[config.mk]
export PLATFORM = sky130hd
export DESIGN_NAME = program_loader
export DESIGN_NICKNAME = d
export VERILOG_FILES = /design/src/rtl/program_loader_pkg.sv /design/src/rtl/program_loader_byte_assembler.sv /design/src/rtl/program_loader.sv
export SDC_FILE = /design/constraint.sdc
export NUM_CORES = 1
export LEC_CHECK = 0
export ABC_AREA = 1
export CORE_AREA = 2 2 112 114
export CTS_BUF_LIST = sky130_fd_sc_hd__clkbuf_8
export DETAILED_ROUTE_END_ITERATION = 6
export DIE_AREA = 0 0 114 116
export PLACE_DENSITY_LB_ADDON = 0.08
export SKIP_CTS_REPAIR_TIMING = 1
export SYNTH_ARGS = -nofsm -noshare
export SYNTH_HDL_FRONTEND = slang
export SYNTH_SLANG_ARGS = --single-unit
[constraint.sdc]
create_clock -name clk -period 1.9 [get_ports clk]
set_clock_uncertainty 0.15 [all_clocks]
set_input_delay 0.38 -clock clk [delete_from_list [all_inputs] [get_ports clk]]
set_output_delay 0.38 -clock clk [all_outputs]
set_load 0.01 [all_outputs]
[src/rtl/program_loader_pkg.sv]
// Shared loader constants: FSM encoding, checksum width and the word address helper.
package program_loader_pkg;

  typedef enum logic [2:0] {
    IDLE   = 3'd0,
    LEN_HI = 3'd1,
    LEN_LO = 3'd2,
    DATA   = 3'd3,
    WRITE  = 3'd4,
    CHK    = 3'd5,
    DONE   = 3'd6,
    ERR    = 3'd7
  } state_t;

  localparam int CHK_W  = 8;
  localparam int BYTE_W = 8;

  // Byte address of word idx; wraps modulo 2^32.
  function automatic logic [31:0] word_addr(input logic [31:0] base, input logic [15:0] idx);
    return base + {14'd0, idx, 2'b00};
  endfunction

endpackage

[src/rtl/program_loader_byte_assembler.sv]
// Packs bytes MSB-first into a 32-bit word and XOR-accumulates them; word_full flags the 4th byte
// combinationally. No flow control of its own: it shifts whenever shift_en is high.
module loader_byte_assembler
  import program_loader_pkg::*;
(
  input  logic              clk,
  input  logic              reset,
  input  logic              clear,
  input  logic              shift_en,
  input  logic [BYTE_W-1:0] byte_in,
  output logic [31:0]       word,
  output logic              word_full,
  output logic [CHK_W-1:0]  chk_acc
);

  logic [1:0] byte_idx;

  assign word_full = shift_en && (byte_idx == 2'd3);

  always_ff @(posedge clk or negedge reset) begin
    if (!reset) begin
      word     <= '0;
      byte_idx <= '0;
      chk_acc  <= '0;
    end else if (clear) begin
      word     <= '0;
      byte_idx <= '0;
      chk_acc  <= '0;
    end else if (shift_en) begin
      word     <= {word[23:0], byte_in};
      byte_idx <= byte_idx + 2'd1;
      chk_acc  <= chk_acc ^ byte_in;
    end
  end

endmodule

[src/rtl/program_loader.sv]
// Loads a length-prefixed, XOR-checksummed byte stream into instruction memory; one write cycle
// after each 4th data byte. Backpressure: rx_ready drops outside LEN_HI/LEN_LO/DATA/CHK (incl. WRITE).
module program_loader
  import program_loader_pkg::*;
#(
  parameter int          MAX_WORDS = 256,
  parameter logic [31:0] BASE_ADDR = 32'h0000_0000
) (
  input  logic        clk,
  input  logic        reset,
  input  logic        start,
  input  logic        rx_valid,
  input  logic [7:0]  rx_data,
  output logic        rx_ready,
  output logic        imem_we,
  output logic [31:0] imem_addr,
  output logic [31:0] imem_wdata,
  output logic        cpu_hold,
  output logic        done,
  output logic        error,
  output logic [15:0] word_count
);

  localparam logic [16:0] MAX_N = 17'(MAX_WORDS);

  state_t             state, state_nxt;
  logic [7:0]         len_hi;
  logic [15:0]        len;
  logic [15:0]        word_cnt;
  logic [15:0]        word_cnt_inc;
  logic [15:0]        len_in;
  logic               len_bad;
  logic               accept;
  logic               load_go;
  logic [31:0]        word;
  logic               word_full;
  logic [CHK_W-1:0]   chk_acc;

  assign rx_ready     = state inside {LEN_HI, LEN_LO, DATA, CHK};
  assign accept       = rx_valid && rx_ready;
  assign load_go      = start && (state inside {IDLE, DONE, ERR});
  assign len_in       = {len_hi, rx_data};
  assign len_bad      = (len_in == 16'd0) || ({1'b0, len_in} > MAX_N);
  assign word_cnt_inc = word_cnt + 16'd1;
  assign word_count   = word_cnt;

  loader_byte_assembler u_asm (
    .clk       (clk),
    .reset     (reset),
    .clear     (load_go),
    .shift_en  (accept && (state == DATA)),
    .byte_in   (rx_data),
    .word      (word),
    .word_full (word_full),
    .chk_acc   (chk_acc)
  );

  always_ff @(posedge clk or negedge reset) begin
    if (!reset) state <= IDLE;
    else        state <= state_nxt;
  end

  always_ff @(posedge clk or negedge reset) begin
    if (!reset) begin
      len_hi   <= '0;
      len      <= '0;
      word_cnt <= '0;
    end else begin
      if (load_go)             word_cnt <= '0;
      else if (state == WRITE) word_cnt <= word_cnt_inc;
      if (accept && state == LEN_HI) len_hi <= rx_data;
      if (accept && state == LEN_LO) len    <= len_in;
    end
  end

  always_comb begin
    state_nxt  = state;
    imem_we    = 1'b0;
    imem_addr  = '0;
    imem_wdata = '0;
    cpu_hold   = 1'b1;
    done       = 1'b0;
    error      = 1'b0;
    case (state)
      IDLE: begin
        cpu_hold = 1'b0;
        if (start) state_nxt = LEN_HI;
      end
      LEN_HI: if (accept) state_nxt = LEN_LO;
      LEN_LO: if (accept) state_nxt = len_bad ? ERR : DATA;
      DATA:   if (word_full) state_nxt = WRITE;
      WRITE: begin
        imem_we    = 1'b1;
        imem_addr  = word_addr(BASE_ADDR, word_cnt);
        imem_wdata = word;
        state_nxt  = (word_cnt_inc == len) ? CHK : DATA;
      end
      CHK:    if (accept) state_nxt = (rx_data == chk_acc) ? DONE : ERR;
      DONE: begin
        cpu_hold = 1'b0;
        done     = 1'b1;
        if (start) state_nxt = LEN_HI;
      end
      ERR: begin
        error = 1'b1;
        if (start) state_nxt = LEN_HI;
      end
      default: state_nxt = IDLE;
    endcase
  end

endmodule

---- Word level (Yosys, flattened, before mapping) ----
Cells that the tools add are included.
word-level totals
  output and inout bits ................... 85
  flip-flop bits (word level) ............. 85
  bits of input ports ..................... 12
  logic and storage cells ................. 65
cells by class
  add/sub/neg operators ................... 2
  order comparisons ....................... 1
  equality and inequality tests ........... 15
  bitwise operators ....................... 1
  mux-type cells .......................... 23
  reductions and logical operators ........ 16
operators with widths
  cell                     number
  $mux W32                 3
  $mux W16                 2
  $mux W3                  7
  $mux W18                 1
  $pmux W3 S6              1
  $add A16 B1 Y16 const B  1
  $eq A16 B16 Y1           1
  $gt A16 B9 Y1 const B    1
  $logic_not A16 Y1        1
  $mux W8                  2
  $eq A3 B3 Y1 const B     4
  $eq A8 B8 Y1             1
  $xor A8 B8 Y8            1
  $eq A3 B2 Y1 const B     2
  $logic_and A1 B1 Y1      6
  $ne A2 B2 Y1 const B     3
  $mux W1                  5
  $reduce_and A5 Y1        1
  $mux W2                  2
  $ne A2 B1 Y1 const B     2
  $reduce_bool A2 Y1       2
  $reduce_bool A4 Y1       1
  $eq A3 B1 Y1 const B     1
  $logic_not A3 Y1         1
  6 further kinds          6

---- Logic depth before layout (Yosys ltp) ----
Gate-level depths: netlist (run 1).
  depth after elaboration ................. 7
  gate-level depth with buffers ........... 13
  mapped depth without buffers ............ 13

---- Cells and area by module ----
From an unflattened synthesis (run 1), not the netlist that was laid out.
unflattened totals
  cells, all modules ...................... 664
  area total of the unflattened synthesis .. 4,903.5 µm²
modules (own cells, without submodules)
  module                 cells an instance  area each (µm²)  instances
  program_loader         470                3,042.9          1
  loader_byte_assembler  194                1,860.5          1

---- Least setup slack after synthesis (run 1) ----
OpenSTA, ideal clock, no wires.
  path kind ............................... register to register
  start point ............................. reg word_cnt[0] (netlist: word_count[0])
  end point ............................... reg state[1]
  path slack .............................. 0.052 ns
  setup time .............................. 0.125 ns
  path buffers ............................ 0
  arrival ................................. 1.574 ns
  clock period less this slack ............ 1.848 ns
  cell stages (with the launch flop) ...... 13
  cell sequence ........................... dfrtp_1 ha_1 nand2_1 nor2_4 nand4_1 nand2_1 nand2_1 nand2_1 nand2_1 nor2_1 nand3_1 nand2_1 a21oi_2
on the way
  word-level cells in the longest chain between the ends .. 4
ends and longest elaborated chain
  what                    line                  RTL
  from (decl)             program_loader.sv:29  logic [15:0] word_cnt;
  from (signal assigned)  program_loader.sv:70  else if (state == WRITE) word_cnt <= word_cnt_inc;
  $add A16 B1 Y16         program_loader.sv:44  assign word_cnt_inc = word_cnt + 16'd1;
  $eq A16 B16 Y1          program_loader.sv:96  state_nxt = (word_cnt_inc == len) ? CHK : DATA;
  $mux W3                 program_loader.sv:96
  $pmux W3 S6             program_loader.sv:84  case (state)
  to (signal assigned)    program_loader.sv:60  else state <= state_nxt;
  to (decl)               program_loader.sv:26  state_t state, state_nxt;
No other way between the ends.
A chain may end at the register's enable or synchronous reset.

---- Worst setup path after layout (run 1) ----
  start point ............................. reg state[0]
  end point ............................... out imem_wdata[7]
on the way
  word-level cells in the longest chain between the ends .. 2
ends and longest elaborated chain
  what          line                  RTL
  $eq A3 B3 Y1  program_loader.sv:84
  $mux W32      program_loader.sv:84
  to (decl)     program_loader.sv:17  output logic [31:0] imem_wdata,
No other way between the ends.

==> results of run 1 <==
-- layout make-up --
type                            count  area [µm²]  share of cell area
Sequential cell                    85        2140               0.301
Tap cell                          147         184              0.0259
Clock buffer                        9         124              0.0175
Multi-Input combinational cell    418        2420               0.342
Inverter                           99         377              0.0531
Timing Repair Buffer              176        1770               0.249
Clock inverter                      7        80.1              0.0113
-- worst max path at each step --
stage | depth (start not counted) | slack [ns] | startpoint | endpoint
final | 6 | -0.26 | state[0] | imem_wdata[7]
after global routing | 6 | -0.31 | state[0] | imem_wdata[7]
after CTS | 5 | -0.59 | state[0] | imem_addr[10]
after detailed placement | 12 | -0.21 | word_count[1] | state[2]
after global placement | 5 | -0.15 | state[0] | imem_wdata[7]
after floorplan | 12 | 0.05 | word_count[0] | state[1]
-- sequential cells by signal (all words and copies together), names as in the netlist --
signal,count
len_hi,8
u_asm.word,32
u_asm.byte_idx,2
u_asm.chk_acc,8
word_count,16
len,16
state,3
-- synth_stat cells (2+ instances only) --
cell type,count,share of area
nand2_1,114,0.091
o22ai_1,34,0.045
dfrtp_1,85,0.45
buf_2,5,0.0053
buf_1,3,0.0024
nand3_1,51,0.054
nor3_1,5,0.0053
nand4_1,13,0.017
nand2_2,2,0.0027
a21oi_1,23,0.025
clkbuf_1,13,0.010
inv_1,96,0.077
nor2_4,2,0.0048
nor2_2,2,0.0027
nor2_1,88,0.071
inv_2,2,0.0016
nand3b_1,3,0.0048
xor2_1,5,0.0093
ha_1,2,0.0053
xnor2_1,6,0.011
o21ai_0,38,0.041
buf_4,17,0.027
-- power groups by stage --
stage	clock [mW]	combinational, mW	sequential, mW
floorplan	0	2.45	2.95
finish	1.36	5.01	3.03
global placement	0	4.10	2.98
CTS	1.39	4.16	2.96
global route	1.47	5.54	3.11
detailed placement	0	4.13	3.00
-- routing by layer --
layer,up-vias,wire (µm),share of wire,GRT usage
li1,2303,-,-,-
met1,2273,6520,0.45,0.277
met2,114,7190,0.50,0.337
met3,11,602,0.042,0.0335
met4,0,148,0.010,0.0512
met5,-,0,0,0
-- worst max-delay path: stages (launching register included) --
cell,delay [ns]
dfrtp_1,0.43
nor2_4,0.17
nand2_4,0.14
buf_12,0.18
buf_12,0.12
nor2_4,0.07
buf_2,0.13
-- cell usage in the layout, fill, tap and decap left out, types with 3 or more instances in the layout --
cell type | Yosys | routed
nand2_1 | 114 | 98
inv_1 | 96 | 96
dfrtp_1 | 85 | 76
buf_4 | 17 | 71
nor2_1 | 88 | 48
nand3_1 | 51 | 44
buf_6 | 1 | 37
o21ai_0 | 38 | 35
o22ai_1 | 34 | 34
nor2_4 | 2 | 31
a21oi_1 | 23 | 23
dlymetal6s2s_1 | 0 | 21
conb_1 | 1 | 16
clkdlybuf4s50_1 | 0 | 14
nor2_2 | 2 | 13
nand4_1 | 13 | 13
nand2_2 | 2 | 10
clkbuf_8 | 0 | 9
buf_12 | 0 | 9
clkbuf_2 | 0 | 9
dfrtp_2 | 0 | 9
nand2_4 | 0 | 8
buf_2 | 5 | 8
nand3_2 | 1 | 7
xnor2_1 | 6 | 6
xor2_1 | 5 | 5
clkbuf_16 | 0 | 5
nor3_1 | 5 | 4
o21ai_1 | 0 | 3
nand3b_1 | 3 | 3
inv_6 | 0 | 3
-- cells by family (layout without fill, tap and decap cells) --
group / Yosys count / count (layout) / share of synthesized area
DFF: 85 / 85 / 0.454
buffers and inverters: 138 / 291 / 0.127
xor gates and xnor gates: 12 / 12 / 0.0256
AOI/OAI and AO/OA: 102 / 102 / 0.123
adders and majority gates: 2 / 2 / 0.00534
other: 1 / 16 / 0.000801
and+or+nand+nor: 285 / 286 / 0.264
==> metrics.txt, run 1 <==
register area share after synthesis=0.454; f_max=around 460 MHz; violated checks=negative setup slack; FFs w/ async S/R, synth=1.00; Post-Route WL=~14,000 µm; initial drt markers=~250; final worst-path cycle share=1.14; largest net degree at the start of global routing=41; Final ANT Viol Nets=0; GRT Util Overall=0.203; final setup fails=54; Clock transition at path regs=0.10 ns; root buf cell=clkbuf_8; Port Buffer Count=80; number of buffers created by CTS=9; initial core utilization=0.393; R2R Path End=state[2]; post-route insts no fill=941; overall power=~9.4 mW; die height=roughly 120 µm; Post-DP HPWL=9770 µm; # diodes=0; Crit Reg-Reg Startpoint=word_count[1]; Post-Route Utilization=0.596; switching part of the total=0.432; Ports=97; clock sinks=85; vias in the first global route=4,221; startpoint types=flop; R2R cell count=14; final hold viol count=0; Peak VDD IR=0.602 mV; largest fanout on the critical path=6; P_leak=roughly 3.8 nW; grt total ovfl=0; Setup TNS=-8.37 ns; Clock Path Buffers=2; pins over their slew limit=0; first-pass GRT wire length=21,100 µm; routability congestion estimate=between 0.8 and 0.9; Via Count=4,701; CTS tree=done; Cell Int Power=5.34 mW; site row count=40; Routed WL per cell=15.4 µm; worst hold path type=primary input to asynchronous set/reset pin; dpl cells=895; Yosys reg bits=85; Layout area overhead=51.4%; Final Instance Area=7090 µm²; die width=~110 µm; clock power share=0.145; net switching power=between 4 and 5 mW; Worst Setup Slack post-DPL=-0.213 ns; crit path DAT=1.63 ns; fillers=1,086; initial antenna violation count=0; drt pass-1 iters=4; min cycle time layout=2.16 ns; Vias/cell=5.00; Reg power frac=0.322; CP endpoint kind=output pin; WS Path Type=flop to output pin; minimum hold slack=0.342 ns; maxcap violations=0; YS warnings=0; FF-to-FF setup slack=-0.10 ns; RSZ-0062 raised after global routing=true; synth unique cells=38; Comb power frac=0.533; clk_lat worst skew=0.36 ns; cells after synthesis=625; worst setup margin=-0.258 ns; layout cell share with drive strength beyond 1=0.309; final layout net count=about 800; syn_area_per_cell=7.50 µm²; Residual DRC=0; status=finished, violations left; Cell Area, Placed=6050 µm²; CORE AREA=11,900 µm²; H-tree levels=3; Die Area=13,200 µm²; pwr/cell area=1330 nW/µm²; Main synth FF type=dfrtp_1; Netlist Area Pre-Place=4680 µm²; EDFF count, synth=0; CP required=1.37 ns
No activity file was read; power rests on OpenSTA's default activity.
==> inputs of run 2 (changes only) <==
--- a/config.mk
+++ b/config.mk
@@ -6,6 +6,7 @@
 export NUM_CORES = 1
 export LEC_CHECK = 0
 export ABC_AREA = 1
+export ABC_CLOCK_PERIOD_IN_PS = 1900
 export CORE_AREA = 2 2 112 114
 export CTS_BUF_LIST = sky130_fd_sc_hd__clkbuf_8
 export DETAILED_ROUTE_END_ITERATION = 6
==> results of run 2 <==
Same layout as run 1: the final DEF is identical, and so are final timing and power.
